### config.mk
export PLATFORM = sky130hd
export DESIGN_NAME = mem_stage_sram_ctrl
export DESIGN_NICKNAME = d
export VERILOG_FILES = /design/src/rtl/mem_stage_sram_ctrl.sv
export SDC_FILE = /design/constraint.sdc
export NUM_CORES = 1
export LEC_CHECK = 0
export ABC_AREA = 1
export CAP_MARGIN = 15
export CORE_ASPECT_RATIO = 0.6
export CORE_MARGIN = 8
export CORE_UTILIZATION = 35
export DETAILED_ROUTE_END_ITERATION = 10
export MAX_ROUTING_LAYER = met4
export PLACE_DENSITY = 0.66
export SYNTH_ARGS = -nofsm -noshare
export SYNTH_HDL_FRONTEND = slang
export SYNTH_SLANG_ARGS = --single-unit
### constraint.sdc
create_clock -name clk -period 3.29 [get_ports clk]
set_clock_uncertainty 0.1 [all_clocks]
set_input_delay 0.658 -clock clk [delete_from_list [all_inputs] [get_ports clk]]
set_output_delay 0.658 -clock clk [all_outputs]
set_load 0.005 [all_outputs]
### src/rtl/mem_stage_sram_ctrl.sv
// MEM-stage data-memory controller: splits each 32-bit load/store into two
// 16-bit SRAM accesses (low halfword, then high) with programmable wait states.
module mem_stage_sram_ctrl #(
    parameter int          WAIT_CYCLES = 1,
    parameter logic [31:0] BASE_ADDR   = 32'd1024
) (
    input  logic        clk,
    input  logic        rst,
    input  logic        rd_en,
    input  logic        wr_en,
    input  logic [31:0] address,
    input  logic [31:0] write_data,
    output logic [31:0] read_data,
    output logic        ready,
    output logic [17:0] sram_addr,
    output logic [15:0] sram_dq_out,
    input  logic [15:0] sram_dq_in,
    output logic        sram_dq_oe,
    output logic        sram_we_n
);

    localparam logic [1:0] ST_IDLE = 2'd0;
    localparam logic [1:0] ST_LO   = 2'd1;
    localparam logic [1:0] ST_HI   = 2'd2;
    localparam logic [1:0] ST_DONE = 2'd3;

    localparam logic [3:0] CNT_LAST = 4'(WAIT_CYCLES);

    logic [1:0]  state_q, state_d;
    logic [3:0]  cnt_q, cnt_d;
    logic        is_wr_q, is_wr_d;
    logic [16:0] wa_q, wa_d;
    logic [31:0] wdata_q, wdata_d;
    logic [31:0] read_data_q, read_data_d;
    logic        phase_last;
    logic        in_access;

    assign phase_last = (cnt_q == CNT_LAST);
    assign in_access  = (state_q == ST_LO) || (state_q == ST_HI);

    // NOTE: every variable written here gets a default first so no path leaves
    // it unassigned; otherwise synthesis infers a latch to hold the old value.
    always_comb begin
        state_d     = state_q;
        cnt_d       = cnt_q;
        is_wr_d     = is_wr_q;
        wa_d        = wa_q;
        wdata_d     = wdata_q;
        read_data_d = read_data_q;
        case (state_q)
            ST_IDLE: begin
                if (rd_en || wr_en) begin
                    state_d = ST_LO;
                    is_wr_d = wr_en;
                    // Wrapping subtraction: addresses below BASE_ADDR alias high.
                    wa_d    = 17'((address - BASE_ADDR) >> 2);
                    wdata_d = write_data;
                    cnt_d   = 4'd0;
                end
            end
            ST_LO: begin
                if (phase_last) begin
                    cnt_d   = 4'd0;
                    state_d = ST_HI;
                    if (!is_wr_q) read_data_d[15:0] = sram_dq_in;
                end else begin
                    cnt_d = cnt_q + 4'd1;
                end
            end
            ST_HI: begin
                if (phase_last) begin
                    cnt_d   = 4'd0;
                    state_d = ST_DONE;
                    if (!is_wr_q) read_data_d[31:16] = sram_dq_in;
                end else begin
                    cnt_d = cnt_q + 4'd1;
                end
            end
            default: state_d = ST_IDLE;
        endcase
    end

    // NOTE: state registers use non-blocking assignments so every flop samples
    // the pre-edge values; blocking here would create order-dependent races.
    always_ff @(posedge clk or negedge rst) begin
        if (!rst) begin
            state_q     <= ST_IDLE;
            cnt_q       <= 4'd0;
            is_wr_q     <= 1'b0;
            wa_q        <= 17'd0;
            wdata_q     <= 32'd0;
            read_data_q <= 32'd0;
        end else begin
            state_q     <= state_d;
            cnt_q       <= cnt_d;
            is_wr_q     <= is_wr_d;
            wa_q        <= wa_d;
            wdata_q     <= wdata_d;
            read_data_q <= read_data_d;
        end
    end

    // Bus outputs decode straight from state so a reset clears them at once.
    always_comb begin
        sram_addr   = 18'd0;
        sram_dq_out = 16'd0;
        case (state_q)
            ST_LO: begin
                sram_addr   = {wa_q, 1'b0};
                sram_dq_out = wdata_q[15:0];
            end
            ST_HI: begin
                sram_addr   = {wa_q, 1'b1};
                sram_dq_out = wdata_q[31:16];
            end
            default: ;
        endcase
    end

    assign sram_dq_oe = in_access && is_wr_q;
    assign sram_we_n  = !(in_access && is_wr_q);
    assign read_data  = read_data_q;
    assign ready      = (state_q == ST_DONE) ||
                        ((state_q == ST_IDLE) && !rd_en && !wr_en);

endmodule

**Word level (Yosys, flattened, before mapping)**

Index checks and enable logic that the tools add are counted.

- Input port bits: 84
- Register bits: 88
- Word-level logic and storage cells: 43
- Output and inout bits: 69

- $add $sub $neg: 2
- Reduce and logical (&&, ||, !) cells: 17
- Mux-type cells: 9
- Equal/unequal tests: 7
- Bitwise logic cells: 1

Operator list:

| kind | number |
|---|---|
| one-hot mux 18 bit (2 select lines) | 1 |
| one-hot mux 16 bit (2 select lines) | 1 |
| subtractor 19 x 11 -> 19 bit, second input constant | 1 |
| AND reduction 3 bit | 3 |
| two-way mux 4 bit | 2 |
| one-hot mux 4 bit (2 select lines) | 1 |
| two-way mux 2 bit | 3 |
| inequality test 2 bit, second input constant | 3 |
| one-hot mux 2 bit (3 select lines) | 1 |
| adder 4 x 1 -> 4 bit, second input constant | 1 |
| == test 2 bit, second input constant | 2 |
| == test 4 x 1 -> 1 bit, second input constant | 1 |
| AND reduction 2 bit | 2 |
| logical AND 1 bit | 3 |
| zero test 1 bit | 3 |
| logical OR 1 bit | 3 |
| == test 2 x 1 -> 1 bit, second input constant | 1 |
| zero test 2 bit | 1 |
| nonzero test 2 bit | 1 |
| OR reduction 2 bit | 1 |
| inverter 1 bit | 1 |

**Logic depth before layout (Yosys ltp)**

- Depth in word-level cells: 4
- Depth in mapped cells: 8
- Mapped depth without buffers: 8

**Worst setup path after synthesis**

No wires, ideal clock.

- Kind: register to output
- Start point: reg state_q[0]
- End point: out sram_dq_out[10]
- Setup slack: 1215 ps
- Path buffers: 2
- Stages on the path, launching flop included: 7
- Data arrival time: 1317 ps
- Data required time: 2532 ps
- Path through: dfrtp_1 > inv_1 > ha_1 > buf_4 > clkinv_1 > buf_2 > a21oi_1

- Cells in the longest elaborated chain, start to end: 2
- Elaborated cells on any way between the ends: 3
- Those cells by class: eq/ne: 2; mux: 1

Ends and longest elaborated chain:

| element | RTL line | RTL |
|---|---|---|
| start, declared | 29 | `logic [1:0] state_q, state_d;` |
| start signal, assigned | 94 | `state_q <= state_d;` |
| == test 2 bit / == test 2 x 1 -> 1 bit (equally long branches) | 107 | `case (state_q)` |
| one-hot mux 16 bit (2 select lines) * | 107 |  |
| end, declared | 16 | `output logic [15:0] sram_dq_out,` |

Mark *: on every way between the ends. The rest lies on a longest branch, timed or not.

**Final worst setup path**

- Start point: reg state_q[0]
- End point: out sram_dq_out[8]

Same word-level chain as after synthesis.

==> impl_metrics.ini <==
[logic_synthesis]
ys_types = 28
yosys_most_used_dff = dfrtp_1
yosys_warnings = 0
synth_edf_count = 0
syn_inst = 497
synth.most_common_cell = nand2_1
yosysTopAreaCell = dfrtp_1
yosys-top-cells-area = dfrtp_1, nand2_1, o21ai_2
yosysTopAreaCellShare = 0.531
synth_common_cells = nand2_1, dfrtp_1, inv_1, nor2_1, o21ai_2
avgSynthCellArea_um2 = 8.34
async_flop_share = 1.00
ys_seq_elements = 88
synth_seq_area_share = 0.531
syn_nets = 588
netlist_area_um2 = 4150

[routing]
drt-vias-per-instance = 4.49
drt-pass1-iter-count = 5
drt_iter0_drc = 305
final_antenna_net_count = 0
drc_errors = 0
post_drt_wl_per_cell_um = 14.4
wirelength_mm = 11.5
via_count = 3582

[finish]
nFillCells = 1094
multi_input_area_um2 = 1580
drive_gt1_frac = 0.0956
num_antenna_cells = 0
layout.nets = 724
stdcell_count = 798
seqCellArea_um2 = 2200
final_util = 0.521
syn_to_final_growth_pct = 43.3

[placement]
hpwl_mm = 8.67
post-place-cells = 782
gp_congestion = 0.904
port_buffers = 137
place_ws_ns = 0.355

[sta]
hold_violations = 0
setup_tns_ns = 0
tightest_slew_ns = 0.605
finalCriticalPeriod_ns = 3.14
rsz0062_at_grt = no
max_clock_freq_mhz = 319
relSlewSlack = 0.596
report.final.slew_viol_count = 0
fin_crit_sh = 0.953
setup_viol = 0
fin_ws_ns = 0.154

[die]
start_util = 0.363
die_w_um = 156
dieArea_um2 = 15700
coreArea_um2 = 11400
num_io_pins = 153
fp.dieH_um = 100
rows = 30

[critical_path]
required_ns = 2.53
rrSetupSlack_ns = 1.41
worst_ep_arrival_time_ns = 2.38
rr_worst_depth = 6
regToRegEndpoint = read_data[23]
startpoint_type = flop
worstSetupEndpointType = output pin
cp_max_fo = 12
critical_path_class = flop to output pin
r2r-start = state_q[0]

[clock_tree]
cts_buffers = 9
clkLatencyLatePin_ns = 0.34
ctsHtreeMaxLevel = 3
cts_tree = yes
clock_sinks = 88
cts_setup_buffers = 0
cts-root-buf = clkbuf_16
cts_buffer_depth = 2
cts_hold_buf = 0
cts.clk_slew.worst_paths_ns = 0.07
cts_resized = 0

[hold_path]
min_path_type = primary input to async pin

[global_routing]
grt.total_usage = 0.154
grt_pass1_wl_mm = 18.6
first_global_vias = 3612
grt_max_degree = 47
antenna_found_initial = 0
grt_overflow_total = 0

[power_and_ir_drop]
leakagePower_nw = 2.83
powerDensity_nw_per_um2 = 932
worst_ir_drop_vdd_mv = 0.358
power.total_mw = 5.54

[status]
status = completed

[job]
cap_viol_max_count = 0
[through the flow]
stage | hold WS [ns] | cell area [um2]
2_1_floorplan | 0.262 | 4150
3_3_place_gp | 0.362 | 5640
3_5_place_dp | 0.366 | 5640
4_1_cts | 0.238 | 5930
5_1_grt | 0.261 | 5940
6_report | 0.216 | 5940
[layout make-up]
type,instances,area share
clock buffer,11,0.0409
clock inverter,5,0.00948
inverter,52,0.0333
multi-input combinational,334,0.265
sequential,88,0.371
tap,160,0.0337
timing repair buffer,148,0.246
[registers in the layout, summed over array words and instances, names as in the netlist]
signal and flops:
read_data 32, wdata_q 32, wa_q 17, cnt_q 4, state_q 2, is_wr_q 1
[placed cells by master (no fill, tap or decap), types with 2 or more instances in the layout]
master and instances:
a21oi_1 17, a31oi_1 2, buf_4 11, clkbuf_16 9
clkdlybuf4s50_1 136, clkinv_2 2, dfrtp_1 88, ha_1 5
ha_2 2, inv_1 48, inv_2 2, nand2_1 198
nand2_2 2, nand3_1 10, nand3_4 2, nand4_1 2
nor2_1 37, nor2_2 2, o21ai_0 13, o21ai_1 14
o21ai_2 21, o21bai_1 2
[critical path: stages, from the launching register on]
cell	delay, ns
dfrtp_1	0.40
inv_1	0.09
ha_1	0.31
clkinv_1	0.17
buf_4	0.24
a21oi_1	0.25
clkdlybuf4s50_1	0.57
[report_power, final]
group          internal [mW]  total (mW)  switching, mW
Clock                  0.608        1.02          0.410
Combinational           1.30        2.63           1.33
Sequential              1.61        1.89          0.275
Total                   3.52        5.54           2.01
[per-layer routing]
layer  part of all wire  global-route usage
met3              0.069              0.0498
met4              0.011              0.0463
met2               0.43               0.222
met1               0.49               0.203
met5                  0                   -
[cells by family after synthesis]
kind of cell | share of synthesized area
simple gates | 0.244
flops | 0.531
buf+inv | 0.0896
compound gates | 0.110
fa+ha+maj | 0.0211
xor+xnor | 0.00423
[worst max path at each step]
stage,start,end,slack [ns]
after detailed placement,wr_en,ready,0.36
after floorplan,state_q[0],sram_dq_out[10],1.22
after CTS,state_q[1],sram_dq_out[2],0.09
after global placement,wr_en,ready,0.41
after global routing,state_q[0],sram_dq_out[8],0.08
final,state_q[0],sram_dq_out[8],0.15
No activity file was read; power rests on OpenSTA's default activity.
